<file path="src/rtl/display_pkg.sv">
`default_nettype none
// ============================================================================
//  Module   : display_pkg
//  Brief    : Seven-segment pattern type and the 32 glyph constants used by
//             the display decoder. Bit order is {A,B,C,D,E,F,G}, active-high.
//  Revision : 1.0 - initial release
// ============================================================================
package display_pkg;

    // One bit per segment, A in the MSB down to G in the LSB
    typedef logic [6:0] seg_t;

    // Hex digits, codes 0-15
    localparam seg_t SEG_0       = 7'b1111110;
    localparam seg_t SEG_1       = 7'b0110000;
    localparam seg_t SEG_2       = 7'b1101101;
    localparam seg_t SEG_3       = 7'b1111001;
    localparam seg_t SEG_4       = 7'b0110011;
    localparam seg_t SEG_5       = 7'b1011011;
    localparam seg_t SEG_6       = 7'b1011111;
    localparam seg_t SEG_7       = 7'b1110000;
    localparam seg_t SEG_8       = 7'b1111111;
    localparam seg_t SEG_9       = 7'b1111011;
    localparam seg_t SEG_A       = 7'b1110111;
    localparam seg_t SEG_B_LO    = 7'b0011111;
    localparam seg_t SEG_C       = 7'b1001110;
    localparam seg_t SEG_D_LO    = 7'b0111101;
    localparam seg_t SEG_E       = 7'b1001111;
    localparam seg_t SEG_F       = 7'b1000111;

    // Symbols, codes 16-31
    localparam seg_t SEG_DASH    = 7'b0000001;
    localparam seg_t SEG_H       = 7'b0110111;
    localparam seg_t SEG_L       = 7'b0001110;
    localparam seg_t SEG_P       = 7'b1100111;
    localparam seg_t SEG_U       = 7'b0111110;
    localparam seg_t SEG_N_LO    = 7'b0010101;
    localparam seg_t SEG_O_LO    = 7'b0011101;
    localparam seg_t SEG_R_LO    = 7'b0000101;
    localparam seg_t SEG_Y_LO    = 7'b0111011;
    localparam seg_t SEG_J       = 7'b0111000;
    localparam seg_t SEG_T_LO    = 7'b0001111;
    localparam seg_t SEG_U_LO    = 7'b0011100;
    localparam seg_t SEG_C_LO    = 7'b0001101;
    localparam seg_t SEG_UNDER   = 7'b0001000;
    localparam seg_t SEG_OVER    = 7'b1000000;
    localparam seg_t SEG_BLANK   = 7'b0000000;

endpackage : display_pkg
`default_nettype wire

</file>
<file path="src/rtl/display_seg_lut.sv">
`default_nettype none
// ============================================================================
//  Module   : display_seg_lut
//  Brief    : Purely combinational 5-bit code to active-high seven-segment
//             pattern lookup. Every one of the 32 codes maps to a glyph.
//  Revision : 1.0 - initial release
// ============================================================================
module display_seg_lut
    import display_pkg::*;
(
    input  logic [4:0] code,
    output seg_t       seg
);

    // Full table decode; the leading default keeps the block latch-free
    always_comb begin
        seg = SEG_BLANK;
        case (code)
            5'd0:  seg = SEG_0;
            5'd1:  seg = SEG_1;
            5'd2:  seg = SEG_2;
            5'd3:  seg = SEG_3;
            5'd4:  seg = SEG_4;
            5'd5:  seg = SEG_5;
            5'd6:  seg = SEG_6;
            5'd7:  seg = SEG_7;
            5'd8:  seg = SEG_8;
            5'd9:  seg = SEG_9;
            5'd10: seg = SEG_A;
            5'd11: seg = SEG_B_LO;
            5'd12: seg = SEG_C;
            5'd13: seg = SEG_D_LO;
            5'd14: seg = SEG_E;
            5'd15: seg = SEG_F;
            5'd16: seg = SEG_DASH;
            5'd17: seg = SEG_H;
            5'd18: seg = SEG_L;
            5'd19: seg = SEG_P;
            5'd20: seg = SEG_U;
            5'd21: seg = SEG_N_LO;
            5'd22: seg = SEG_O_LO;
            5'd23: seg = SEG_R_LO;
            5'd24: seg = SEG_Y_LO;
            5'd25: seg = SEG_J;
            5'd26: seg = SEG_T_LO;
            5'd27: seg = SEG_U_LO;
            5'd28: seg = SEG_C_LO;
            5'd29: seg = SEG_UNDER;
            5'd30: seg = SEG_OVER;
            5'd31: seg = SEG_BLANK;
            default: seg = SEG_BLANK;
        endcase
    end

endmodule : display_seg_lut
`default_nettype wire

</file>
<file path="src/rtl/display.sv">
`default_nettype none
// ============================================================================
//  Module   : display
//  Brief    : Registered seven-segment decoder. C1..C5 form a 5-bit code
//             (C1 = MSB); the glyph appears on A..G one clock later.
//  Config   : DISPLAY_ACTIVE_LOW_EN - when defined, segments are driven
//             active-low for common-anode parts (blank = 1111111).
//  Revision : 1.0 - initial release
// ============================================================================
module display
    import display_pkg::*;
(
    input  logic clk,
    input  logic rst,
    input  logic C1,
    input  logic C2,
    input  logic C3,
    input  logic C4,
    input  logic C5,
    output logic A,
    output logic B,
    output logic C,
    output logic D,
    output logic E,
    output logic F,
    output logic G
);

    logic [4:0] code;
    seg_t       lut_seg;
    seg_t       pol_seg;
    seg_t       blank_seg;
    seg_t       seg_q;

    assign code = {C1, C2, C3, C4, C5};

    display_seg_lut u_lut (
        .code (code),
        .seg  (lut_seg)
    );

    // Polarity is applied ahead of the register so latency stays one cycle
`ifdef DISPLAY_ACTIVE_LOW_EN
    assign pol_seg   = ~lut_seg;
    assign blank_seg = ~SEG_BLANK;
`else
    assign pol_seg   = lut_seg;
    assign blank_seg = SEG_BLANK;
`endif

    // Output register: reset blanks the display, otherwise capture the glyph
    always_ff @(posedge clk) begin
        if (rst) begin
            seg_q <= blank_seg;
        end else begin
            seg_q <= pol_seg;
        end
    end

    assign {A, B, C, D, E, F, G} = seg_q;

endmodule : display
`default_nettype wire

</file>
<file path="config.mk">
export PLATFORM = sky130hd
export DESIGN_NAME = display
export DESIGN_NICKNAME = d
export VERILOG_FILES = /design/src/rtl/display_pkg.sv /design/src/rtl/display_seg_lut.sv /design/src/rtl/display.sv
export SDC_FILE = /design/constraint.sdc
export NUM_CORES = 1
export LEC_CHECK = 0
export ABC_AREA = 1
export CORE_AREA = 2 2 39 41
export DETAILED_ROUTE_END_ITERATION = 10
export DIE_AREA = 0 0 41 43
export HOLD_SLACK_MARGIN = 0.15
export PLACE_DENSITY = 0.79
export SLEW_MARGIN = 5
export SYNTH_ARGS = -nofsm -noshare
export SYNTH_HDL_FRONTEND = slang
export SYNTH_SLANG_ARGS = --single-unit
</file>
<file path="constraint.sdc">
create_clock -name clk -period 1.4 [get_ports clk]
set_input_delay 0.21 -clock clk [delete_from_list [all_inputs] [get_ports clk]]
set_output_delay 0.21 -clock clk [all_outputs]
set_load 0.1 [all_outputs]
</file>
* Yosys cells after proc, flatten, opt, wreduce, memory -nomap -nowiden
Memory sizes are Yosys's and may differ from the RTL's. A register that Yosys moved wholly into a read port is not among the register bits.
Index checks and enable logic that the tools add are counted.
** Word-level totals
- Bits in registers :: 0
- Bits in latches :: 0
- Bits in writable memories :: 0
- Memory bits (read-only) :: 224
- Input port bits :: 7
- Word-level logic and storage cells :: 1
- Memories kept :: 1
** Memory list
- (name not given) :: words 32, bits a word 7, read ports 1, clocked after memory_dff 1, write ports 0, RTL line display_seg_lut.sv:18 : case (code)
** Operators by class
- $add $sub $neg :: 0
- $mul :: 0
- Divide/modulo/power cells :: 0
- $lt $le $gt $ge :: 0
- Eq/ne operators :: 0
- Shift operators :: 0
- Multiplexer cells :: 0
- Bitwise gates (word level) :: 0
- Reduce and logical (&&, ||, !) cells :: 0

* Depth between registers and ports, before layout
Gate-level depths: netlist of run 1.
- Word-level depth :: 0
- Gate-level depth with buffers :: 9
- Depth with buffers taken out :: 9

* Hierarchy
Synthesis of run 1 repeated with hierarchy kept, for this count alone.
** Second synthesis, totals
- Cell total of the unflattened synthesis :: 121
- Area, all modules :: 714.4 sq um
** Modules (own cells, without submodules)
- display_seg_lut :: times used 1, cells each 100, area each 521.8 sq um, seq. area each 0.0 sq um
- display :: times used 1, cells each 21, area each 192.7 sq um, seq. area each 140.1 sq um

* Worst setup path after synthesis of run 1
OpenSTA, ideal clock, no wires.
- Kind :: register -> output
- Start :: register seg_q[6]
- End :: output port A
- Data arrival time :: 0.909 ns
- Slack :: 0.281 ns
- Stages on the path, launching flop included :: 1
- Path buffers :: 0
- Cell sequence :: dfxtp_1
** RTL lines
- start: declaration :: RTL line display.sv:33 : seg_t seg_q;
- end: declaration :: RTL line display.sv:20 : output logic A,
No word-level cell between the ends.

==> run metrics, run 1 <==
status complete, no violations; Max Root-Sink Buffers 2; GRT met3 Usage 0.0681; largest net degree at the start of global routing 11; fin crit share 0.881; GRT Util Overall 0.238; Worst EP arrival 1.37 ns; area of the multi-input gates 463 sq um; Die Width 41 um; PwrDens between 800 and 900 nW/um^2; TritonCTS buffer count 3; overall power 0.000792 W; antenna violations before repair 0; antenna-violating nets left 0; GRT overflow 0; first-pass GRT wire length 2.95 mm; final hold vios 0; Cells after Synth roughly 110; sequential area share after synthesis 0.207; worst vdd ir between 0.6 and 0.7 mV; GR Layer Usage met1 0.281; Final Util 0.710; Post-CTS Resized 0; post-DP HPWL 1.32 mm; CP required approximately 1.5 ns; cts hold-fix bufs 0; FMAX 811 MHz; setup TNS 0 ns; Vias 768; CTS tree built; Top reg by flops seg_q; min-delay worst type input pin to flop; Post-CTS Setup Bufs 0; vias in the first global route approximately 750; Synth Warn # 0; Finish-stage setup viols 0; Pins Over Slew Limit 0; Area after DPL approximately 950 sq um; max-cap check violation count 0; clk root buf clkbuf_4; FF+latch area 140 sq um; routed vias/inst 5.19; drc violations 0; die area 1760 sq um; Iteration-0 DRC Markers 38; Fillers 113; RSZ-0062 raised after global routing no; Min Clock Period, post-route 1.23 ns; Slew HR 0.833; Worst setup SP type input pin; routed wire length roughly 1.7 mm; met2 usage 0.384; Clock Sinks 7; Chip Height 43 um; Post-Syn Area roughly 680 sq um; GP Congestion 0.914; Post-layout nets 147; Yosys reg bits 7; worst-margin pin slew 0.250 ns; antenna cells 0; leakage power approximately 0.52 nW; GRT busiest layer met2; WL per Instance between 10 and 15 um; Initial Util 0.490; # port buffers 13; Place WS -0.213 ns; share of cells above drive strength 1 0.258; row cnt 14; Clock transition at path regs 0.05 ns; syn avg cell area 6.22 sq um; critical path class input pin to flop; CP endpoint kind flop; I/O pins 14; Cell variety after synth 17; TritonRoute pass-1 iters 4; CP max FO 9; Worst Slack Setup Final about 0.17 ns; max reg flops 7; Syn Nets 123; core area ~1400 sq um; synthesis-to-layout area growth 44.8%; H-tree depth 1; final instance area 982 sq um; biggest regs seg_q (7)
[worst paths after layout]
path	startpoint	cells after the start	to	slack, ns
worst max-delay path	C3	8	seg_q[2]	0.17
worst min-delay path	C4	6	seg_q[5]	0.51
[layout by cell type, fill, tap and decap left out]
cell             netlist  final
nor2_2                 1      1
inv_1                  8      5
buf_4                  0      9
inv_4                  1      1
clkdlybuf4s50_1        0      4
nand2_4                2      2
clkbuf_1               0      1
nand3_1                8      8
o21ai_0                3      3
ha_1                   7      7
nand3_2                1      1
dfxtp_1                7      7
inv_2                  1      4
nor2_1                10     10
dlymetal6s2s_1         0      2
nand2_1               44     44
a21oi_1                8      7
buf_12                 0      8
o21ai_2                2      2
a21oi_2                2      3
clkbuf_4               0      3
[power breakdown]
group	switching, W	internal (W)
registers	0.0000132	0.000217
logic	0.000241	0.000145
clock network	0.0000673	0.000108
[logic make-up (layout without fill, tap and decap cells)]
group,after synthesis,after routing,synth area share
AOI/OAI and AO/OA,15,15,0.133
buffers and inverters,14,37,0.116
DFF,7,7,0.207
adders and majority gates,7,7,0.129
and+or+nand+nor,66,66,0.415
[layer usage]
| metal | up-vias | part of all wire |
|---|---|---|
| li1 | 388 | - |
| met1 | 338 | 0.40 |
| met2 | 38 | 0.52 |
| met3 | 4 | 0.075 |
| met4 | 0 | 0.012 |
| met5 | - | 0 |
[critical path, cell delays in order]
cell,delay [ns]
clkdlybuf4s50_1,0.43
buf_4,0.20
nor2_2,0.20
nand2_1,0.08
nand2_1,0.07
nand2_1,0.06
nand2_1,0.08
nor2_1,0.04
[layout make-up]
class                      instances  share of cell area
multi-input combinational         88               0.471
sequential                         7               0.143
inverter                          10              0.0408
tap                               16              0.0204
timing repair buffer              23               0.298
clock buffer                       4              0.0268
[synth_stat cells (all sizes together)]
library cell,n,share of area
a21oi,10,0.085
buf,3,0.050
clkbuf,1,0.0074
dfxtp,7,0.21
ha,7,0.13
inv,10,0.059
nand2,46,0.28
nand3,9,0.074
nor2,11,0.065
o21ai,5,0.048
[through the flow]
stage / hold slack (ns) / instances
2_1_floorplan: 0.272 / 109
5_1_grt: 0.541 / 148
6_report: 0.512 / 148
3_5_place_dp: 0.677 / 144
3_3_place_gp: 0.676 / 144
4_1_cts: 0.555 / 148
Note: power is estimated with default switching activity, not from simulation.
==> run 2: changes to the inputs <==
Settings changed: TNS_END_PERCENT set to 30.
==> results of run 2 <==
No change in the layout: final DEF, timing and power equal those of run 1.
==> run 3: changes to the inputs <==
Settings changed: CORE_AREA 2 2 39 41 to unset, CORE_MARGIN set to 2, CORE_UTILIZATION set to 44, DIE_AREA 0 0 41 43 to unset, PLACE_DENSITY 0.79 to 0.73, REMOVE_ABC_BUFFERS set to 1.
Clock period 1.4 ns to 1.1 ns, I/O delays scaled along.
==> run 3 against run 2 <==
  * Combinational power rose by 29%
  * Wire length fell by 2.1%
  * Worst setup slack got worse by 0.13 ns
  * Sequential share of layout area shrank 0.39 points
  * Flip-flop and latch count unchanged
  * Worst hold slack worse by 0.017 ns
  * Largest power group unchanged
  * First-iteration DRC count is 53% lower
  * Highest routed layer unchanged
  * Utilization shrank 2.4 points
  * Largest cell class unchanged
==> run metrics, run 3 (same netlist as run 1, synthesis figures left out) <==
status complete, no violations; Slew HR 0.846; Place WS -0.465 ns; CTS tree built; Die Width 43.3 um; H-tree depth 1; Initial Util 0.461; routed wire length 1.65 mm; GP Congestion 0.868; drc violations 0; Iteration-0 DRC Markers 18; Min Clock Period, post-route approximately 1.1 ns; Pins Over Slew Limit 0; CP dominant cell by count nand2_1; Post-layout nets 149; min-delay worst type input pin to flop; antenna violations before repair 0; Vias ~760; max-cap check violation count 0; Worst EP arrival 1.20 ns; CP endpoint kind flop; leakage power 0.516 nW; worst vdd ir 0.991 mV; Clock power frac 0.220; GRT Util Overall 0.206; worst-margin pin slew 0.230 ns; antenna-violating nets left 0; largest net degree at the start of global routing 9; Chip Height around 43 um; Worst setup SP type input pin; DRT met1 WL 715 um; critical path class input pin to flop; I/O pins 14; routed length on met3 122 um; max incr delay on CP 0.26 ns; GRT overflow 0; CP max FO 5; biggest regs seg_q (7); fin crit share 0.965; Post-CTS Setup Bufs 0; max reg flops 7; row cnt 14; Final Util 0.686; Finish-stage setup viols 0; FF+latch area ~140 sq um; Sw Ratio 0.406; routed vias/inst 5.05; Top reg by flops seg_q; TritonRoute pass-1 iters 4; area of the multi-input gates ~490 sq um; die area between 1500 and 2000 sq um; vias in the first global route 699; commonest non-fill, non-tap cells in the layout 44 x nand2_1, 10 x nor2_1, 10 x buf_4; Worst Hold Depth 2; critical-path cell list dlygate4sd2_1, inv_2, ha_1, nand2_1, o21ai_1, nand2_1, nand2_1, nor2_1, nor2_1; core area 1470 sq um; switching power just over 0.0004 W; commonest non-fill, non-tap cell in the layout nand2_1; setup TNS 0 ns; final hold vios 0; TritonCTS buffer count 3; share of cells above drive strength 1 0.276; Worst Slack Setup Final 0.0390 ns; # port buffers 13; CP required 1.24 ns; WL per Instance roughly 11 um; Fillers 134; PwrDens 1000 nW/um^2; Reg power frac 0.289; termination of the worst setup path seg_q[3]; antenna cells 0; clk root buf clkbuf_4; DR WL met2 791 um; Comb pwr share 0.491; Worst Setup SP C4; post-DP HPWL ~1.3 mm; worst hold-check slack 0.495 ns; Crit-path slowest cell dlygate4sd2_1; FMAX between 900 and 1000 MHz; first-pass GRT wire length 2.86 mm; Max Root-Sink Buffers 2; Pint 0.000602 W; synthesis-to-layout area growth 48.9%; Clock transition at path regs 0.05 ns; max layer used met4; Clock Sinks 7
## run 3: cell count changes in the layout (fill, tap and decap cells not counted), moves of 2 or more
cell / change
dlygate4sd2_1: +3
buf_6: +2
ha_1: -2
dlymetal6s2s_1: -2
ha_4: +2
## run 3: stage by stage
step,std cells,power (W),instance area (sq um)
6_report,150,0.00101,1010
5_1_grt,150,0.00108,1010
4_1_cts,150,0.00102,1000
3_5_place_dp,146,0.000783,950
3_3_place_gp,146,0.000776,950
2_1_floorplan,105,0.000577,639
## run 3: how the worst min path moves through the flow
stage             start        to
3_5_place_dp   seg_q[4]         C
2_1_floorplan       rst  seg_q[6]
6_report            rst  seg_q[6]
4_1_cts             rst  seg_q[6]
5_1_grt             rst  seg_q[6]
3_3_place_gp   seg_q[2]         E
## run 3: power groups by stage
stage / sequential (W) / clock, W / combinational, W
global route: 0.000295 / 0.000259 / 0.000528
floorplan: 0.000441 / 0 / 0.000136
detailed placement: 0.000299 / 0 / 0.000484
finish: 0.000293 / 0.000223 / 0.000498
CTS: 0.000294 / 0.000233 / 0.000492
global placement: 0.000298 / 0 / 0.000479
## run 3: layout make-up
cell class                 instances  share of cell area
clock buffer                       4              0.0260
sequential                         7               0.139
tap                               16              0.0198
multi-input combinational         88               0.485
inverter                          10              0.0397
timing repair buffer              25               0.291
## run 3: worst max-delay path: cells and delay by family
family / cells / cell delay [ns]
compound gates: 1 / 0.07
fa+ha+maj: 1 / 0.25
simple gates: 5 / 0.31
buf+inv: 2 / 0.40
## run 3: what timing repair did
| item | CTS | global route |
|---|---|---|
| hold buffers | 0 | 0 |
| hold endpoints to repair | 0 | 0 |
| cloned | 0 | 0 |
| setup endpoints to repair | 7 | 3 |
| resized for setup | 12 | 2 |
## run 3: routing by layer
| layer | track usage | vias up |
|---|---|---|
| li1 | - | 391 |
| met1 | 0.258 | 336 |
| met2 | 0.325 | 28 |
| met3 | 0.0766 | 2 |
| met4 | 0.0606 | 0 |
| met5 | 0 | - |
